File: src/rtl/pi_loop_sequencer.sv
// -----------------------------------------------------------------------------
// pi_loop_sequencer
//   Supervisor and sequencer for one axis_pi regulator.
//   - Generates the PI sampling strobe from a programmable prescaler.
//   - Forwards the latest ADC feedback sample and a slew-limited reference.
//   - Holds the PI in reset except while RAMP or RUN.
//   - Trips to FAULT when the PI output stays saturated for too many samples.
//
// Ports
//   aclk, resetn                 clock, synchronous active-low reset
//   enable, fault_clear          loop run request / FAULT acknowledge (needs enable=0)
//   sample_period                strobe every sample_period+1 cycles
//   ref_target, ref_step         final reference, max change per sample (0 = no ramp)
//   sat_timeout                  saturated samples before FAULT (0 = disabled)
//   output_max, output_min       PI output limits, used for saturation detection
//   s_axis_feedback_*            ADC feedback stream, always accepted
//   pi_output                    PI output sample
//   pi_resetn                    reset to the PI instance
//   m_axis_pi_*                  feedback/reference samples to the PI (shared tvalid)
//   state, fault                 FSM state code and FAULT flag
// -----------------------------------------------------------------------------
module pi_loop_sequencer #(
  parameter int inout_width       = 12,
  parameter int prescaler_width   = 16,
  parameter int sat_timeout_width = 16,
  parameter int clear_cycles      = 4
) (
  input  logic                                aclk,
  input  logic                                resetn,
  input  logic                                enable,
  input  logic                                fault_clear,
  input  logic        [prescaler_width-1:0]   sample_period,
  input  logic signed [inout_width-1:0]       ref_target,
  input  logic        [inout_width-1:0]       ref_step,
  input  logic        [sat_timeout_width-1:0] sat_timeout,
  input  logic signed [inout_width-1:0]       output_max,
  input  logic signed [inout_width-1:0]       output_min,
  input  logic signed [inout_width-1:0]       s_axis_feedback_tdata,
  input  logic                                s_axis_feedback_tvalid,
  output logic                                s_axis_feedback_tready,
  input  logic signed [inout_width-1:0]       pi_output,
  output logic                                pi_resetn,
  output logic        [inout_width-1:0]       m_axis_pi_input_tdata,
  output logic        [inout_width-1:0]       m_axis_pi_reference_tdata,
  output logic                                m_axis_pi_tvalid,
  output logic        [2:0]                   state,
  output logic                                fault
);

  localparam int EW = inout_width + 1;
  localparam int SW = sat_timeout_width;
  localparam int CW = (clear_cycles > 1) ? $clog2(clear_cycles) : 1;
  localparam logic [CW-1:0] CLEAR_LAST = CW'(clear_cycles - 1);

  typedef enum logic [2:0] {
    ST_IDLE  = 3'd0,
    ST_CLEAR = 3'd1,
    ST_RAMP  = 3'd2,
    ST_RUN   = 3'd3,
    ST_FAULT = 3'd4
  } state_e;

  state_e                      state_q, state_d;
  logic [prescaler_width-1:0]  presc_q, presc_d;
  logic [CW-1:0]               clear_cnt_q, clear_cnt_d;
  logic signed [inout_width-1:0] ref_q, ref_d;
  logic signed [inout_width-1:0] fb_q, fb_d;
  logic [SW-1:0]               sat_cnt_q, sat_cnt_d;
  logic                        tvalid_q, tvalid_d;
  logic [inout_width-1:0]      in_data_q, in_data_d;
  logic [inout_width-1:0]      ref_data_q, ref_data_d;
  logic                        pi_resetn_q, fault_q;

  logic                        tick;
  logic                        sat_hit;
  logic [SW:0]                 sat_plus1;
  logic signed [EW-1:0]        diff_ext;
  logic [EW-1:0]               diff_abs;
  logic signed [inout_width-1:0] ramp_ref;

  assign s_axis_feedback_tready = 1'b1;

  assign tick      = (presc_q == sample_period);
  assign sat_hit   = (pi_output == output_max) || (pi_output == output_min);
  assign sat_plus1 = {1'b0, sat_cnt_q} + (SW + 1)'(1);

  // Slew limiter. The difference is taken one bit wider so that it cannot
  // wrap; when a full step is applied the result lies strictly between ref_q
  // and ref_target, so the narrow add/subtract cannot wrap either.
  always_comb begin
    diff_ext = $signed({ref_target[inout_width-1], ref_target})
             - $signed({ref_q[inout_width-1], ref_q});
    diff_abs = diff_ext[EW-1] ? $unsigned(-diff_ext) : $unsigned(diff_ext);
    if ((ref_step == '0) || (diff_abs <= {1'b0, ref_step})) begin
      ramp_ref = ref_target;
    end else if (diff_ext[EW-1]) begin
      ramp_ref = ref_q - ref_step;
    end else begin
      ramp_ref = ref_q + ref_step;
    end
  end

  // NOTE: every signal gets a default before the case so no path leaves it
  // unassigned; otherwise synthesis infers a latch.
  always_comb begin
    state_d     = state_q;
    presc_d     = tick ? '0 : presc_q + prescaler_width'(1);
    clear_cnt_d = clear_cnt_q;
    ref_d       = ref_q;
    fb_d        = s_axis_feedback_tvalid ? s_axis_feedback_tdata : fb_q;
    sat_cnt_d   = sat_cnt_q;
    tvalid_d    = 1'b0;
    in_data_d   = in_data_q;
    ref_data_d  = ref_data_q;

    unique case (state_q)
      ST_IDLE: begin
        if (enable) begin
          state_d     = ST_CLEAR;
          presc_d     = '0;
          clear_cnt_d = '0;
        end
      end
      ST_CLEAR: begin
        clear_cnt_d = clear_cnt_q + CW'(1);
        if (clear_cnt_q == CLEAR_LAST) begin
          state_d = ST_RAMP;
          ref_d   = fb_q;  // bumpless start from the measured value
        end
      end
      ST_RAMP: begin
        if (tick) begin
          ref_d    = ramp_ref;
          tvalid_d = 1'b1;
          if (ramp_ref == ref_target) state_d = ST_RUN;
        end
      end
      ST_RUN: begin
        if (tick) begin
          if (sat_hit) begin
            sat_cnt_d = (&sat_cnt_q) ? sat_cnt_q : sat_plus1[SW-1:0];
            if ((sat_timeout != '0) && (sat_plus1 >= {1'b0, sat_timeout})) begin
              state_d = ST_FAULT;
            end
          end else begin
            sat_cnt_d = '0;
          end
          if (state_d != ST_FAULT) begin
            tvalid_d = 1'b1;
            if (ref_q != ref_target) begin
              ref_d = ramp_ref;
              if (ramp_ref != ref_target) state_d = ST_RAMP;
            end
          end
        end
      end
      ST_FAULT: begin
        if (!enable && fault_clear) state_d = ST_IDLE;
      end
      default: state_d = ST_IDLE;
    endcase

    // Dropping enable stops the loop from any state except FAULT, which
    // must be acknowledged explicitly.
    if (!enable && (state_q != ST_FAULT)) state_d = ST_IDLE;

    if (state_d != ST_RUN) sat_cnt_d = '0;

    if (state_d == ST_IDLE) begin
      tvalid_d   = 1'b0;
      ref_d      = '0;
      in_data_d  = '0;
      ref_data_d = '0;
    end

    if (tvalid_d) begin
      in_data_d  = fb_q;
      ref_data_d = ref_d;
    end
  end

  // NOTE: sequential state uses non-blocking assignments so every register
  // samples the pre-edge values regardless of statement order.
  always_ff @(posedge aclk) begin
    if (!resetn) begin
      state_q     <= ST_IDLE;
      presc_q     <= '0;
      clear_cnt_q <= '0;
      ref_q       <= '0;
      fb_q        <= '0;
      sat_cnt_q   <= '0;
      tvalid_q    <= 1'b0;
      in_data_q   <= '0;
      ref_data_q  <= '0;
      pi_resetn_q <= 1'b0;
      fault_q     <= 1'b0;
    end else begin
      state_q     <= state_d;
      presc_q     <= presc_d;
      clear_cnt_q <= clear_cnt_d;
      ref_q       <= ref_d;
      fb_q        <= fb_d;
      sat_cnt_q   <= sat_cnt_d;
      tvalid_q    <= tvalid_d;
      in_data_q   <= in_data_d;
      ref_data_q  <= ref_data_d;
      // Registered from next state so both are valid in the first cycle
      // of the new state.
      pi_resetn_q <= (state_d == ST_RAMP) || (state_d == ST_RUN);
      fault_q     <= (state_d == ST_FAULT);
    end
  end

  assign pi_resetn                 = pi_resetn_q;
  assign fault                     = fault_q;
  assign m_axis_pi_tvalid          = tvalid_q;
  assign m_axis_pi_input_tdata     = in_data_q;
  assign m_axis_pi_reference_tdata = ref_data_q;
  assign state                     = state_q;

endmodule
File: config.mk
export PLATFORM = sky130hd
export DESIGN_NAME = pi_loop_sequencer
export DESIGN_NICKNAME = d
export VERILOG_FILES = /design/src/rtl/pi_loop_sequencer.sv
export SDC_FILE = /design/constraint.sdc
export NUM_CORES = 1
export LEC_CHECK = 0
export ABC_CLOCK_PERIOD_IN_PS = 6400
export CORE_UTILIZATION = 31
export CTS_CLUSTER_DIAMETER = 60
export CTS_CLUSTER_SIZE = 28
export DETAILED_ROUTE_END_ITERATION = 12
export GPL_ROUTABILITY_DRIVEN = 0
export GPL_TIMING_DRIVEN = 0
export PLACE_DENSITY = 0.59
export SYNTH_ARGS = -nofsm -noshare
export SYNTH_HDL_FRONTEND = slang
export SYNTH_SLANG_ARGS = --single-unit
File: constraint.sdc
create_clock -name aclk -period 6.4 [get_ports aclk]
set_input_delay 0.64 -clock aclk [delete_from_list [all_inputs] [get_ports aclk]]
set_output_delay 0.64 -clock aclk [all_outputs]
set_load 0.01 [all_outputs]
==> reports/results.ini, run 1 <==
[die]
die-area_um2 = 25300
start_util = 0.315
core_area_um2 = 24200
fp-row-count = 57
die_w_um = 159
die_h_um = 159
num_io_pins = 140

[timing]
finalClockSkew_ns = 0.00918
timing_hold_violations_final = 0
tns_ns = 0
finalCriticalPeriod_ns = 5.89
worst_pin_slew_ns = 0.760
whs_ns = 0.473
setup_violations = 0
maxSlewHeadroom = 0.493
min_period_over_period = 0.921
slew_viol_final = 0
grt_setup_unrepaired = no
fmaxAchievable_ghz = 0.170

[worst_setup_path]
cp_top_family = compound AO/OA/AOI/OAI gates
cpMaxStageDelayCell = a21oi_1
r2r_cells = 18
crit_path_start_kind = input port
end_kind = flop
cp.arrival_ns = 6.10
worst-setup-path-type = in -> reg
slowest_delay_ns = 0.58
reg2reg_setup_slack_ns = 1.04
cp-startpoint = ref_target[0]
cp_num_buf_inv = 4
worstPathMaxFanout = 10
timing.rr.end = sat_cnt_q[7]
path_cells = clkdlybuf4s50_1 -> inv_1 -> ha_1 -> fa_1 -> nand2b_1 -> a211oi_2 -> o21bai_1 -> a21oi_1 -> a21o_1 -> inv_1 -> ha_1 -> nor2b_1 -> o31a_1 -> nor3_2 -> o21ai_1 -> o41ai_2 -> xnor3_1 -> a41oi_4 -> buf_8 -> a211oi_2
timing.rr.start = ref_q[0]
worstPathRequired_ns = 6.61

[synthesis]
netlist.top_cell.by_area = dfxtp_1
ys_top_cells_by_area = dfxtp_1 (23%), ha_1 (9.2%), xor2_1 (7.5%)
ys.flop_type = dfxtp_1
async_reset_ff_frac = 0
syn_inst = 944
yosysSeqAreaShare = 0.231
yosysWarnings = 0
syn_nets = 1111
synth_top_area_share = 0.231
synth_seq_cells = 88
postSynthAreaPerCell_um2 = 8.09
synth_cell_types = 82
synth_area_um2 = 7640
synth_edf_count = 0

[detailed_routing]
ant_nets = 0
drc = 0
via_per_inst = 5.14
wl_met3_um = 967
first_iter_violations = 392
met2_length_mm = 10.0
totalWireLength_mm = 21.9
wl_per_cell_um = 15.4
dr.pass1.iters = 5
wl_met1_mm = 10.7
vias = 7301
top_layer_used = met4

[placed_design]
portBuffers = 138
numPlacedInstances = 1406
place_area_um2 = 9430
hpwl_mm = 17.8

[final_layout]
num_antenna_cells = 0
post-route-util = 0.402
final_nets = 1260
fin_cells = 1421
fillerInstances = 2482
drive_gt1_frac = 0.0574
layout.cells.most_common_list = clkdlybuf4s50_1 (138), nor2_1 (89), dfxtp_1 (88), nand2_1 (66), xor2_1 (65)
mostFrequentLayoutCell = clkdlybuf4s50_1
final_area_um2 = 9740
syn_to_final_growth_pct = 27.5

[clocking]
cts_buffer_depth = 2
cts_hold_buf = 0
postCtsResizedCells = 0
clock-sinks = 88
cts_tree = done
cts-htree-levels = 3
cts_made_buffers = 9
clock_latency_ns = 0.34
cts-root-buf = clkbuf_16
cts_setup_buffers = 0
clk_transition_reported_paths_ns = 0.06

[global_routing]
first_global_vias = 6923
antenna_found_initial = 0
grt_start_max_net_pins = 16
gr-total-overflow = 0
grt_pass1_wl_mm = 35.1
grt_usage = 0.170

[power]
p_leak_uw = 0.00380
power.density_nw_per_um2 = 158
max-vdd-ir-drop_uv = 145

[min_path]
hold_depth = 2
worstHoldStart = clear_cnt_q[0]
hp-class = reg -> reg
hold-path-endpoint = clear_cnt_q[0]

[outcome]
status = complete, no violations

[flow_run]
maxCapViolCount = 0

-- metrics by stage --
| step | total power, uW | worst slack [ns] |
|---|---|---|
| finish | 1540 | 0.507 |
| global route | 1610 | 0.200 |
| CTS | 1550 | 0.506 |
| global placement | 981 | 0.232 |
| detailed placement | 986 | 0.157 |
| floorplan | 837 | 1.58 |
-- synth_stat cells (27+ instances only) --
master and instances:
nor2_1 89, nand3_1 30, nand2_1 66, xor2_1 65, o21ai_0 40, ha_1 56, dfxtp_1 88, a21oi_1 53
mux2i_1 37, xnor2_1 39, inv_1 59, clkbuf_1 27
-- kinds of logic (layout without fill, tap and decap cells) --
group,after synthesis,in the layout,synth area share
XOR/XNOR,108,108,0.131
adder cells (fa/ha/maj),58,58,0.0970
other,1,1,0.000491
multiplexers,38,38,0.0500
AO/OA/AOI/OAI,244,244,0.236
AND/OR/NAND/NOR,302,302,0.195
buffers and inverters,105,258,0.0594
flip-flops,88,88,0.231
-- area by class of cell --
type	instances	area [um2]	share of cell area
clock buffers	9	225	0.0231
flip-flops and latches	88	1760	0.181
clock inverters	6	92.6	0.00950
multi-input cells	751	5420	0.557
plain buffers	45	229	0.0235
inverters	60	225	0.0231
well taps	324	405	0.0416
repair buffers	138	1380	0.142
-- state kept, by name (all words and copies together) (netlist names) --
name	count
pi_resetn	1
fault	1
clear_cnt_q	2
m_axis_pi_reference_tdata	12
presc_q	16
sat_cnt_q	16
m_axis_pi_input_tdata	12
ref_q	12
m_axis_pi_tvalid	1
fb_q	12
state	3
-- worst register-to-register path, delay by kind of cell, from the launching register on --
family | cells | cell delay (ns)
buffers and inverters | 2 | 0.27
xor gates and xnor gates | 1 | 0.44
AOI/OAI and AO/OA | 9 | 2.75
DFF | 1 | 0.35
adders and majority gates | 3 | 0.88
and+or+nand+nor | 3 | 0.52
-- routing by layer --
layer / global-route usage / vias to the layer above
met4: 0.0328 / 0
met2: 0.285 / 175
met1: 0.233 / 3393
met3: 0.0240 / 12
met5: 0 / -
li1: - / 3721
-- worst max-delay path by stage --
| stage | slack [ns] | endpoint | depth (start not counted) |
|---|---|---|---|
| final | 0.51 | sat_cnt_q[7] | 20 |
| after global routing | 0.20 | sat_cnt_q[14] | 20 |
| after CTS | 0.51 | sat_cnt_q[7] | 20 |
| after detailed placement | 0.16 | sat_cnt_q[13] | 20 |
| after floorplan | 1.58 | state[0] | 20 |
| after global placement | 0.23 | sat_cnt_q[12] | 20 |
-- where the power goes --
part / leakage, uW / internal [uW] / switching, uW
logic: 0.00294 / 203 / 211
registers: 0.000712 / 554 / 7.28
clock network: 0.000149 / 342 / 218
No activity file was read; power rests on OpenSTA's default activity.
==> run 2: changes to the inputs <==
Settings changed: CAP_MARGIN set to 20, TNS_END_PERCENT set to 5.
==> results of run 2 <==
Same layout as run 1: the final DEF is identical, and so are final timing and power.
